$ cat config.mk
export PLATFORM = sky130hd
export DESIGN_NAME = nic_router
export DESIGN_NICKNAME = d
export VERILOG_FILES = /design/src/rtl/nic_pkg.sv /design/src/rtl/nic_rr_arbiter.sv /design/src/rtl/nic_router.sv
export SDC_FILE = /design/constraint.sdc
export NUM_CORES = 1
export LEC_CHECK = 0
export BUFFER_PORTS_ARGS = -buffer_cell sky130_fd_sc_hd__buf_2
export CAP_MARGIN = 15
export CORE_ASPECT_RATIO = 1.5
export CORE_MARGIN = 8
export CORE_UTILIZATION = 39
export CTS_CLUSTER_DIAMETER = 40
export DETAILED_ROUTE_END_ITERATION = 8
export PLACE_DENSITY = 0.77
export SYNTH_ARGS = -nofsm -noshare
export SYNTH_HDL_FRONTEND = slang
export SYNTH_SLANG_ARGS = --single-unit
$ cat constraint.sdc
create_clock -name i_clk -period 1.9 [get_ports i_clk]
set_clock_uncertainty 0.2 [all_clocks]
set_input_delay 0.285 -clock i_clk [delete_from_list [all_inputs] [get_ports i_clk]]
set_output_delay 0.285 -clock i_clk [all_outputs]
set_load 0.05 [all_outputs]
$ cat src/rtl/nic_pkg.sv
// rtl/nic_pkg.sv - shared types and helpers for the NIC router
package nic_pkg;

   typedef enum logic [1:0] {
      ST_IDLE = 2'd0,
      ST_WAIT = 2'd1,
      ST_RESP = 2'd2
   } nic_state_e;

   // Index width that stays legal (>=1 bit) for a single-entry vector.
   function automatic int idx_width(input int n);
      return (n > 1) ? $clog2(n) : 1;
   endfunction

endpackage

$ cat src/rtl/nic_rr_arbiter.sv
// rtl/nic_rr_arbiter.sv - round-robin arbiter, one-hot grant plus binary index
import nic_pkg::*;

module nic_rr_arbiter #(
   parameter int MASTERS_COUNT = 2,
   parameter int PW            = idx_width(MASTERS_COUNT)
) (
   input  logic [MASTERS_COUNT-1:0] i_req,
   input  logic [PW-1:0]            i_ptr,
   output logic [MASTERS_COUNT-1:0] o_gnt,
   output logic [PW-1:0]            o_idx
);

   int          cand;
   logic [PW-1:0] cand_idx;
   logic        found;

   // Scan from the pointer upward, wrapping, and take the first requester.
   always_comb begin
      o_gnt    = '0;
      o_idx    = '0;
      found    = 1'b0;
      cand     = 0;
      cand_idx = '0;
      for (int i = 0; i < MASTERS_COUNT; i++) begin
         cand = int'(i_ptr) + i;
         if (cand >= MASTERS_COUNT) begin
            cand = cand - MASTERS_COUNT;
         end
         cand_idx = PW'(cand);
         if (!found && i_req[cand_idx]) begin
            found           = 1'b1;
            o_gnt[cand_idx] = 1'b1;
            o_idx           = cand_idx;
         end
      end
   end

endmodule

$ cat src/rtl/nic_router.sv
// rtl/nic_router.sv - multi-master to multi-slave request router with timeout
import nic_pkg::*;

module nic_router #(
   parameter int ADDR_SEL_WIDTH = 2,
   parameter int SLAVES_COUNT   = 4,
   parameter int MASTERS_COUNT  = 2,
   parameter int DATA_WIDTH     = 32,
   parameter int TIMEOUT_CYCLES = 16
) (
   input  logic                                          i_clk,
   input  logic                                          i_reset,
   input  logic [MASTERS_COUNT-1:0]                      i_req,
   input  logic [MASTERS_COUNT-1:0][ADDR_SEL_WIDTH-1:0]  i_addr_sel,
   output logic [MASTERS_COUNT-1:0]                      o_gnt,
   output logic [SLAVES_COUNT-1:0]                       o_slave_sel,
   input  logic [SLAVES_COUNT-1:0][DATA_WIDTH-1:0]       i_rdata,
   input  logic [SLAVES_COUNT-1:0]                       i_ack,
   output logic [DATA_WIDTH-1:0]                         o_rdata,
   output logic [MASTERS_COUNT-1:0]                      o_ack,
   output logic                                          o_err
);

   localparam int PW = idx_width(MASTERS_COUNT);
   localparam int CW = $clog2(TIMEOUT_CYCLES);

   nic_state_e              state_q, state_d;
   logic [PW-1:0]           rr_q, rr_d;
   logic [PW-1:0]           mst_q, mst_d;
   logic [ADDR_SEL_WIDTH-1:0] slv_q, slv_d;
   logic [CW-1:0]           cnt_q, cnt_d;
   logic                    err_q, err_d;
   logic [DATA_WIDTH-1:0]   data_q, data_d;

   logic [MASTERS_COUNT-1:0] arb_req;
   logic [MASTERS_COUNT-1:0] arb_gnt;
   logic [PW-1:0]            arb_idx;
   logic [ADDR_SEL_WIDTH-1:0] sel_addr;
   logic                    sel_ack;
   logic [DATA_WIDTH-1:0]   sel_rdata;

   // Arbitration only happens in IDLE and is gated off during reset.
   assign arb_req = (state_q == ST_IDLE && !i_reset) ? i_req : '0;

   nic_rr_arbiter #(
      .MASTERS_COUNT(MASTERS_COUNT),
      .PW           (PW)
   ) u_arb (
      .i_req(arb_req),
      .i_ptr(rr_q),
      .o_gnt(arb_gnt),
      .o_idx(arb_idx)
   );

   assign o_gnt    = arb_gnt;
   assign sel_addr = i_addr_sel[arb_idx];

   always_comb begin
      sel_ack   = 1'b0;
      sel_rdata = '0;
      for (int s = 0; s < SLAVES_COUNT; s++) begin
         if (int'(slv_q) == s) begin
            sel_ack   = i_ack[s];
            sel_rdata = i_rdata[s];
         end
      end
   end

   always_comb begin
      state_d     = state_q;
      rr_d        = rr_q;
      mst_d       = mst_q;
      slv_d       = slv_q;
      cnt_d       = cnt_q;
      err_d       = err_q;
      data_d      = data_q;
      o_slave_sel = '0;
      o_ack       = '0;
      o_err       = 1'b0;
      o_rdata     = '0;
      unique case (state_q)
         ST_IDLE: begin
            if (|arb_gnt) begin
               mst_d = arb_idx;
               slv_d = sel_addr;
               rr_d  = (int'(arb_idx) == MASTERS_COUNT - 1) ? '0 : arb_idx + 1'b1;
               if (int'(sel_addr) < SLAVES_COUNT) begin
                  for (int s = 0; s < SLAVES_COUNT; s++) begin
                     o_slave_sel[s] = (int'(sel_addr) == s);
                  end
                  cnt_d   = '0;
                  state_d = ST_WAIT;
               end else begin
                  err_d   = 1'b1;
                  data_d  = '0;
                  state_d = ST_RESP;
               end
            end
         end
         ST_WAIT: begin
            if (sel_ack) begin
               err_d   = 1'b0;
               data_d  = sel_rdata;
               state_d = ST_RESP;
            end else if (cnt_q == CW'(TIMEOUT_CYCLES - 1)) begin
               err_d   = 1'b1;
               data_d  = '0;
               state_d = ST_RESP;
            end else begin
               cnt_d = cnt_q + 1'b1;
            end
         end
         ST_RESP: begin
            for (int m = 0; m < MASTERS_COUNT; m++) begin
               o_ack[m] = (int'(mst_q) == m);
            end
            o_err   = err_q;
            o_rdata = data_q;
            state_d = ST_IDLE;
         end
         default: state_d = ST_IDLE;
      endcase
   end

   always_ff @(posedge i_clk or posedge i_reset) begin
      if (i_reset) begin
         state_q <= ST_IDLE;
         rr_q    <= '0;
         mst_q   <= '0;
         slv_q   <= '0;
         cnt_q   <= '0;
         err_q   <= 1'b0;
         data_q  <= '0;
      end else begin
         state_q <= state_d;
         rr_q    <= rr_d;
         mst_q   <= mst_d;
         slv_q   <= slv_d;
         cnt_q   <= cnt_d;
         err_q   <= err_d;
         data_q  <= data_d;
      end
   end

endmodule

==> qor.yml, run 1 <==
die:
  die_w_um: 85.39
  fp.dieH_um: 120.1
  die_area_um2: 10250
  start_util_pct: 39.49
  core_area_um2: 7132
  io_pins: 181
  fp-row-count: 38
synthesis:
  postSynth.asyncResetShare_pct: 100.0
  yosysWarningCount: 0
  yosysSeqAreaShare_pct: 38.21
  netlist_area_um2: 2816
  ys_ff_latch: 43
  synth_edf_count: 0
  syn_nets: 372
  syn_inst: 231
  syn_avg_cell_area_um2: 12.19
  synthDistinctLibCells: 31
  ys.flop_type: "dfrtp_1"
detailed_routing:
  drc_errors: 0
  vias: 2908
  via_per_inst: 5.669
  routed_wl_um: 10790
  dr.pass1.iters: 4
  ant_nets: 0
  wl_per_cell_um: 21.04
  drt_iter0_markers: 163
clock_tree:
  clkLatencyLatePin_ns: 0.29
  clockBufferDepth: 2
  cts-root-buf: "clkbuf_8"
  clk_pin_slew_ns: 0.08
  htreeDepth: 2
  cts_tree: "built"
  cts_inserted_buffers: 5
  clock_sink_count: 43
place:
  numPortBuffers: 180
  pre_cts_ws_ns: -0.1356
  place_hpwl_um: 7891
  globalplace.congestion: 0.8613
worst_hold_path:
  holdPathEnd: "slv_q[0]$_DFFE_PP0P_"
  hold_path_depth: 3
  hold_path_startpoint: "i_addr_sel[0]"
  hold_path_class: "input pin to register"
sta:
  max_slew_margin_pct: 63.14
  worst_slack_ns: -0.3165
  rsz0062_at_grt: "true"
  setup_viol: 41
  finalHoldViolCount: 0
  tightest_slew_ns: 0.5529
  clock.fmax_mhz: 451.2
  finalSetupTns_ns: -10.29
  drv_slew: 0
  fin_crit_ns: 2.216
  fin_crit_sh_pct: 116.7
global_route:
  grt_max_degree: 44
  grt_pass1_wl_um: 16800
  grt_pass1_vias: 3267
  overflow: 0
  antenna_found_initial: 0
  grt_usage_pct: 20.63
setup_path:
  r2r_cells: 3
  path_class: "register to primary output"
  crit_required_ns: 1.41
  arrival_ns: 1.73
  reg2reg_to: "cnt_q[1]$_DFFE_PP0P_"
  cp-end-kind: "primary output"
  start_kind: "register"
  r2r_setup_slack_ns: 0.01
  critical_path.max_fanout: 6
  worst_r2r_startpoint: "slv_q[0]$_DFFE_PP0P_"
run_status:
  status: "finished with violations"
  violations: "negative setup slack"
power_and_ir_drop:
  power.leakage_nw: 2.314
  irDropWorstVdd_v: 0.001049
  powerDensity_nw_per_um2: 1313
  totalPowerFinal_mw: 6.381
cells_and_area:
  layout_common_cells: "buf_2 (139), dfrtp_1 (42), mux4_2 (33), and2_4 (33), a22o_1 (32)"
  antenna_cells: 0
  nets: 573
  final_common_cell: "buf_2"
  fill_cells: 503
  drive_above_1_share_pct: 71.59
  syn_to_final_growth_pct: 72.50
run:
  drv_cap: 0
==> per-stage QoR <==
| step | cells | hold WS, ns | area (um^2) | util (%) |
|---|---|---|---|---|
| global route | 513 | 0.1768 | 4858 | 68.12 |
| finish | 513 | 0.1747 | 4858 | 68.12 |
| global placement | 493 | 0.2533 | 4071 | 57.09 |
| CTS | 511 | 0.1591 | 4787 | 67.12 |
| detailed placement | 493 | 0.2644 | 4071 | 57.09 |
| floorplan | 231 | 0.2316 | 2914 | - |
==> cell type report <==
cell class	instances	area (um^2)	share of cell area, %
Clock inverter	1	5.005	0.1030
Multi-Input combinational cell	160	1882	38.73
Inverter	7	26.28	0.5408
Tap cell	80	100.1	2.060
Timing Repair Buffer	215	1692	34.82
Sequential cell	43	1077	22.17
Clock buffer	7	76.32	1.571
==> what timing repair did <==
action | CTS | global route
setup buffers | 6 | 1
setup endpoints to repair | 41 | 50
hold buffers | 1 | 0
gates resized for setup | 155 | 8
hold endpoints to repair | 43 | 0
pin swaps | 24 | 23
cloned | 3 | 1
==> state kept, by name, indices dropped and copies added (netlist names) <==
signal	cells
err_q	1
cnt_q	4
data_q	32
mst_q	1
slv_q	2
state_q	2
rr_q	1
==> cell usage after synthesis, drive strengths merged (3+ instances only) <==
| cell type | count | area (um^2) |
|---|---|---|
| a22o | 32 | 280.3 |
| nand4 | 5 | 31.28 |
| nand2 | 4 | 15.01 |
| o21ai | 5 | 28.78 |
| a21oi | 7 | 35.03 |
| o311ai | 3 | 26.28 |
| clkbuf | 12 | 45.04 |
| inv | 7 | 26.28 |
| buf | 9 | 51.30 |
| mux4 | 33 | 743.2 |
| and2 | 35 | 219.0 |
| mux2i | 4 | 40.04 |
| dfrtp | 43 | 1076 |
| nor2b | 6 | 37.54 |
| nor2 | 5 | 18.77 |
==> cell families (layout without fill, tap and decap cells) <==
family	Yosys count	in the layout	synth area share, %
AO/OA/AOI/OAI	54	54	14.97
multiplexers	37	37	27.81
flip-flops	43	43	38.21
adder cells (fa/ha/maj)	1	1	0.4442
buffers and inverters	28	230	4.354
AND/OR/NAND/NOR	68	68	14.22
==> how the worst max path moves through the flow <==
stage	start	to
after floorplan	state_q[0]$_DFFE_PP0P_	o_slave_sel[2]
after global placement	i_reset	o_slave_sel[1]
after detailed placement	i_reset	o_slave_sel[1]
after CTS	state_q[0]$_DFFE_PP0P_	o_slave_sel[1]
after global routing	state_q[0]$_DFFE_PP0P_	o_ack[0]
final	state_q[0]$_DFFE_PP0P_	o_slave_sel[0]
==> metal layers <==
metal  up-vias  global-route usage (%)  wire length (um)
met4         0                   6.938               209
met1      1460                   21.72              3867
met5         -                       0                 0
met3        15                   5.202               741
met2       133                   38.52              5973
li1       1300                       -                 -
==> worst max-delay path, cell delays in order (launching register included) <==
cell and delay, ns:
dfrtp_1 0.38, or3_4 0.45, o311ai_4 0.24, buf_4 0.17, a21oi_4 0.05, buf_6 0.15
==> power breakdown <==
part / internal [mW] / switching (mW) / total, mW / leakage [nW]
logic: 2.22 / 2.01 / 4.23 / 1.73
registers: 1.33 / 0.257 / 1.58 / 0.538
clock network: 0.258 / 0.309 / 0.568 / 0.0422
total: 3.81 / 2.57 / 6.38 / 2.31
Note: power is estimated with default switching activity, not from simulation.
==> run 2: changes to the inputs <==
CORE_MARGIN = 3   (was 8)
CTS_BUF_LIST = sky130_fd_sc_hd__clkbuf_4 sky130_fd_sc_hd__clkbuf_8 sky130_fd_sc_hd__clkbuf_16   (was unset)
==> run 2 against run 1 <==
Non-clock buffer count rose by 6. The flow still finishes with violations (negative setup slack). Register-to-register slack got worse by 0.06 ns. Die area fell by 19%. Sequential share of layout area fell by 0.87 points. Clock power rose by 51%. Sequential cell count did not move. Maximum frequency fell by 0.54%. Critical path depth did not move. Critical endpoint is now o_slave_sel[3]. Via count rose by 2.8%. Combinational power rose by 7.6%. First-iteration DRC count fell by 4.9%.
==> qor.yml, run 2 (synthesis results as in run 1) <==
clock_tree:
  htreeDepth: 2  # unchanged
  cts-root-buf: "clkbuf_8"
  clock_sink_count: 43  # unchanged
  clk_pin_slew_ns: 0.08  # about the same
  clkLatencyLatePin_ns: 0.29  # about the same
  cts_tree: "built"
  cts_inserted_buffers: 5  # unchanged
  clockBufferDepth: 2  # unchanged
setup_path:
  cpMaxStageDelayCell: "or3_4"
  slowest_delay_ns: 0.43  # -0.02 ns
  worst_r2r_startpoint: "slv_q[0]$_DFFE_PP0P_"
  r2r_setup_slack_ns: -0.05  # -0.06 ns
  cp-end-kind: "primary output"
  r2r_cells: 3  # unchanged
  cp_top_family: "simple AND/OR/NAND/NOR gates"
  path_class: "register to primary output"
  start_kind: "register"
  reg2reg_to: "cnt_q[3]$_DFFE_PP0P_"
  worstPathCellList: "or3_4 > buf_6 > nor4_4 > o21a_4 > buf_8"
  critical_path.max_fanout: 5  # -1
  arrival_ns: 1.74  # about the same
  crit_required_ns: 1.41  # about the same
  critPathBufInv: 2  # unchanged
cells_and_area:
  layout_common_cells: "buf_2 (139), dfrtp_1 (42), buf_8 (40), and2_4 (37), mux4_2 (33)"
  drive_above_1_share_pct: 73.02  # +1.4 points
  final_cells: 519  # +1.2%
  largest_reg_flops: 32  # unchanged
  antenna_cells: 0  # unchanged
  final_util_pct: 72.83  # +4.7 points
  syn_to_final_growth_pct: 79.56
  nets: 581  # +1.4%
  final_common_cell: "buf_2"
  fill_cells: 478  # -5.0%
  largest-register: "data_q"
  reg_top3: "data_q: 32 flops, cnt_q: 4 flops"
die:
  start_util_pct: 40.56  # +1.1 points
  core_area_um2: 6944  # -2.6%
  die_w_um: 75.39  # -12%
  die_area_um2: 8298  # -19%
  fp.dieH_um: 110.1  # -8.3%
  fp-row-count: 37  # -2.6%
  io_pins: 181  # unchanged
detailed_routing:
  via_per_inst: 5.759  # +1.6%
  vias: 2989  # +2.8%
  wl_per_cell_um: 21.00  # -0.19%
  drc_errors: 0  # unchanged
  drt_iter0_markers: 155  # -4.9%
  dr.pass1.iters: 4  # unchanged
  ant_nets: 0  # unchanged
  routed_wl_um: 10900  # +0.97%
global_route:
  grt_usage_pct: 25.45  # +4.8 points
  grt_pass1_vias: 3149  # -3.6%
  overflow: 0  # unchanged
  grt_pass1_wl_um: 15740  # -6.3%
  antenna_found_initial: 0  # unchanged
  grt_max_degree: 34  # -23%
sta:
  setup_viol: 44  # +7.3%
  fin_crit_sh_pct: 117.3  # +0.63 points
  finalHoldViolCount: 0  # unchanged
  max_slew_margin_pct: 66.86  # +3.7 points
  tightest_slew_ns: 0.4964  # -0.05654 ns
  rsz0062_at_grt: "true"
  drv_slew: 0  # unchanged
  clock.fmax_mhz: 448.8  # -0.54%
  finalSetupTns_ns: -7.641  # +2.647 ns
  fin_crit_ns: 2.228  # +0.01194 ns
  worst_slack_ns: -0.3284  # -0.01194 ns
power_and_ir_drop:
  totalPowerFinal_mw: 7.014  # +9.9%
  powerDensity_nw_per_um2: 1387  # +5.6%
  power.leakage_nw: 2.415  # +4.4%
  irDropWorstVdd_v: 0.001083  # +3.2%
place:
  place_hpwl_um: 7043  # -11%
  dp_cells: 494  # +0.20%
  globalplace.congestion: 0.8441  # -2.0%
  numPortBuffers: 180  # unchanged
  pre_cts_ws_ns: -0.1219  # +0.01367 ns
run:
  drv_cap: 0  # unchanged
worst_hold_path:
  hold_path_class: "input pin to asynchronous set/reset pin"
run_status:
  violations: "negative setup slack"
  status: "finished with violations"
[run 2: cell types whose count changed in the layout (fill, tap and decap cells not counted), moves of 2 or more]
cell | before | now
buf_6 | 12 | 8
buf_12 | 7 | 4
and2_1 | 2 | 0
buf_8 | 31 | 40
and2_4 | 33 | 37
buf_16 | 2 | 6
clkbuf_1 | 2 | 0
bufinv_16 | 0 | 2
[run 2: power by group]
| part | switching (mW) | internal [mW] | total [mW] |
|---|---|---|---|
| clock | 0.318 | 0.540 | 0.858 |
| combinational | 2.12 | 2.43 | 4.55 |
| sequential | 0.277 | 1.33 | 1.61 |
[run 2: worst reg2reg max path, cell delays in order (launching register included)]
cell and delay [ns]:
dfrtp_2 0.40, mux4_2 0.59, or4_1 0.49, mux2i_1 0.15
[run 2: through the flow]
step / hold slack [ns] / cell area, um^2
2_1_floorplan: 0.2316 / 2914
3_3_place_gp: 0.2524 / 4044
3_5_place_dp: 0.2652 / 4044
4_1_cts: 0.06646 / 4941
5_1_grt: 0.1070 / 5057
6_report: 0.06595 / 5057
[run 2: how the worst max path moves through the flow]
stage                           startpoint             end  slack, ns  depth (start not counted)
finish              state_q[0]$_DFFE_PP0P_  o_slave_sel[3]      -0.33                          5
global route        state_q[0]$_DFFE_PP0P_  o_slave_sel[3]      -0.39                          5
CTS                 state_q[0]$_DFFE_PP0P_  o_slave_sel[3]      -0.31                          5
detailed placement                 i_reset  o_slave_sel[3]      -0.12                          6
global placement                   i_reset  o_slave_sel[1]      -0.09                          6
floorplan           state_q[0]$_DFFE_PP0P_  o_slave_sel[2]      -0.03                          4
[run 2: cell type report]
type,count,area (um^2),share of cell area [%]
Tap cell,78,97.59,1.930
Multi-Input combinational cell,162,1891,37.38
Clock inverter,2,60.06,1.188
Clock buffer,6,76.32,1.509
Inverter,7,26.28,0.5195
Timing Repair Buffer,221,1829,36.17
Sequential cell,43,1077,21.30
[run 2: what timing repair did]
| action | in CTS | in global routing |
|---|---|---|
| pin swaps | 35 | 28 |
| buffers inserted | 6 | 3 |
| endpoints found under the setup margin | 41 | 71 |
| gates cloned | 6 | 4 |
| hold buffers | 0 | 0 |
| gates resized for setup | 169 | 19 |
[run 2: layer usage]
metal	global-route usage [%]	part of all wire, %
met5	0	0
met3	4.083	6.1
met2	48.15	57
met1	28.36	34
met4	7.375	2.2
==> run 3: changes to the inputs <==
--- a/config.mk
+++ b/config.mk
@@ -9,10 +9,9 @@
 export CAP_MARGIN = 15
 export CORE_ASPECT_RATIO = 1.5
-export CORE_MARGIN = 3
-export CORE_UTILIZATION = 39
+export CORE_UTILIZATION = 43
 export CTS_BUF_LIST = sky130_fd_sc_hd__clkbuf_4 sky130_fd_sc_hd__clkbuf_8 sky130_fd_sc_hd__clkbuf_16
 export CTS_CLUSTER_DIAMETER = 40
 export DETAILED_ROUTE_END_ITERATION = 8
-export PLACE_DENSITY = 0.77
+export PLACE_DENSITY = 0.8
 export SYNTH_ARGS = -nofsm -noshare
 export SYNTH_HDL_FRONTEND = slang
==> constraint.sdc (replaced) <==
create_clock -name i_clk -period 2.17 [get_ports i_clk]
set_clock_uncertainty 0.2 [all_clocks]
set_input_delay 0.3255 -clock i_clk [delete_from_list [all_inputs] [get_ports i_clk]]
set_output_delay 0.3255 -clock i_clk [all_outputs]
set_load 0.01 [all_outputs]
==> run 3 against run 2 <==
The run still ends with negative setup slack left. Clock power shrank 14%. Final area shrank 19%. Sequential power shrank 15%. Global-route usage shrank 0.87 points.
==> qor.yml, run 3 (synthesis results as in run 1) <==
clock_tree:
  htreeDepth: 2  # unchanged
  clockBufferDepth: 2  # unchanged
  cts_tree: "built"
  cts-root-buf: "clkbuf_8"
  cts_inserted_buffers: 5  # unchanged
  clock_sink_count: 43  # unchanged
  clk_pin_slew_ns: 0.08  # about the same
  clkLatencyLatePin_ns: 0.29  # about the same
place:
  numPortBuffers: 180  # unchanged
  globalplace.congestion: 0.7887  # -6.6%
  place_hpwl_um: 6594  # -6.4%
  pre_cts_ws_ns: 0.03887  # +0.1608 ns
power_and_ir_drop:
  powerDensity_nw_per_um2: 1132  # -18%
  power.leakage_nw: 2.088  # -14%
  irDropWorstVdd_v: 0.0007564  # -30%
detailed_routing:
  routed_wl_um: 8781  # -19%
  vias: 2825  # -5.5%
  dr.pass1.iters: 5  # +1
  drc_errors: 0  # unchanged
  via_per_inst: 5.777  # +0.31%
  drt_iter0_markers: 146  # -5.8%
  wl_per_cell_um: 17.96  # -14%
  ant_nets: 0  # unchanged
sta:
  clock.fmax_mhz: 455.7
  rsz0062_at_grt: "true"
  hold_ws_ns: 0.2194  # +0.1534 ns
  tightest_slew_ns: 0.5362  # +0.03978 ns
  worst_slack_ns: -0.02442  # +0.3040 ns
  drv_slew: 0  # unchanged
  setup_viol: 2  # -95%
  fin_crit_sh_pct: 101.1
  finalHoldViolCount: 0  # unchanged
  max_slew_margin_pct: 64.09  # -2.8 points
  fin_crit_ns: 2.194
die:
  start_util_pct: 45.29  # +4.7 points
  io_pins: 181  # unchanged
  die_w_um: 68.08  # -9.7%
  fp-row-count: 35  # -5.4%
  core_area_um2: 6218  # -10%
  die_area_um2: 6884  # -17%
  fp.dieH_um: 101.1  # -8.1%
setup_path:
  worst_r2r_startpoint: "slv_q[0]$_DFFE_PP0P_"
  critPathBufInv: 1  # -1
  slowest_delay_ns: 0.53  # +0.10 ns
  path_class: "register to primary output"
  cp_top_family: "simple AND/OR/NAND/NOR gates"
  reg2reg_to: "cnt_q[3]$_DFFE_PP0P_"
  cp-end-kind: "primary output"
  worstSetupStartpoint: "state_q[1]$_DFFE_PP0P_"
  r2r_setup_slack_ns: 0.22  # +0.27 ns
  cpMaxStageDelayCell: "or3_2"
  worstPathCellList: "or3_2 > nor3_1 > buf_2"
  start_kind: "register"
  r2r_cells: 3  # unchanged
  critical_path.max_fanout: 4  # -1
  arrival_ns: 1.67  # -0.07 ns
  crit_required_ns: 1.64  # +0.23 ns
cells_and_area:
  syn_to_final_growth_pct: 45.62
  final_common_cell: "buf_2"
  largest-register: "data_q"
  fill_cells: 479  # +0.21%
  largest_reg_flops: 32  # unchanged
  antenna_cells: 0  # unchanged
  drive_above_1_share_pct: 60.48  # -13 points
  reg_top3: "data_q: 32 flops, cnt_q: 4 flops"
  nets: 555  # -4.5%
  layout_common_cells: "buf_2 (180), dfrtp_1 (42), and2_1 (35), mux4_2 (33), a22o_1 (32)"
global_route:
  grt_max_degree: 34  # unchanged
  grt_usage_pct: 24.58  # -0.87 points
  grt_pass1_wl_um: 12540  # -20%
  overflow: 0  # unchanged
  antenna_found_initial: 0  # unchanged
  grt_pass1_vias: 2751  # -13%
worst_hold_path:
  hold_path_class: "input pin to register"
  holdPathEnd: "mst_q$_DFFE_PP0P_"
  hold_path_startpoint: "i_req[0]"
  hold_path_depth: 3
run_status:
  violations: "negative setup slack"
  status: "finished with violations"
run:
  drv_cap: 0  # unchanged
-- run 3: changes by cell type in the layout (fill, tap and decap cells not counted), sizes merged --
| cell | delta |
|---|---|
| buf | -25 |
| dlygate4sd3 | +1 |
| clkbuf | -1 |
| and2 | -2 |
| or3 | +1 |
-- run 3: tightest hold or removal path, delay by kind of cell --
| family | cells | cell delay (ns) |
|---|---|---|
| buf+inv | 1 | 0.11 |
| simple gates | 2 | 0.23 |
-- run 3: per-layer routing --
| layer | share of wire [%] | wire (um) | vias to the layer above | global-route usage [%] |
|---|---|---|---|---|
| li1 | - | - | 1265 | - |
| met1 | 35 | 3103 | 1394 | 26.89 |
| met2 | 55 | 4838 | 136 | 45.32 |
| met3 | 5.9 | 515 | 30 | 4.751 |
| met4 | 3.7 | 324 | 0 | 8.654 |
| met5 | 0 | 0 | - | 0 |
-- run 3: report_power, final --
group / internal [mW] / switching [mW]
Sequential: 1.16 / 0.207
Combinational: 1.35 / 1.19
Clock: 0.472 / 0.261
Total: 2.99 / 1.66
-- run 3: metrics by stage --
stage	area [um^2]	TNS (ns)	std cells	util (%)	total power [mW]
floorplan	2816	0	231	-	3.091
global placement	3840	0	477	61.75	3.708
detailed placement	3840	0	477	61.75	3.804
CTS	4015	-0.01001	486	64.57	4.579
global route	4101	-0.4455	489	65.96	4.951
finish	4101	-0.04259	489	65.96	4.645
-- run 3: worst max-delay path by stage --
| stage | end | cells after the start |
|---|---|---|
| after global routing | o_slave_sel[3] | 6 |
| final | o_gnt[1] | 3 |
| after detailed placement | o_slave_sel[0] | 5 |
| after CTS | o_slave_sel[0] | 4 |
| after floorplan | data_q[10]$_DFFE_PP0P_ | 4 |
| after global placement | o_slave_sel[0] | 5 |
-- run 3: what timing repair did --
item,in CTS,in global routing
gates resized for setup,8,12
pin swaps,0,6
endpoints found under the hold margin,20,0
buffers inserted,0,1
setup endpoints to repair,4,14
cloned,0,2
hold buffers,1,0
-- run 3: final cells by class --
| class | count | area (um^2) | share of cell area [%] |
|---|---|---|---|
| Clock buffer | 6 | 76.32 | 1.861 |
| Clock inverter | 2 | 60.06 | 1.464 |
| Inverter | 7 | 26.28 | 0.6406 |
| Multi-Input combinational cell | 161 | 1717 | 41.85 |
| Sequential cell | 43 | 1077 | 26.27 |
| Tap cell | 74 | 92.59 | 2.257 |
| Timing Repair Buffer | 196 | 1052 | 25.66 |
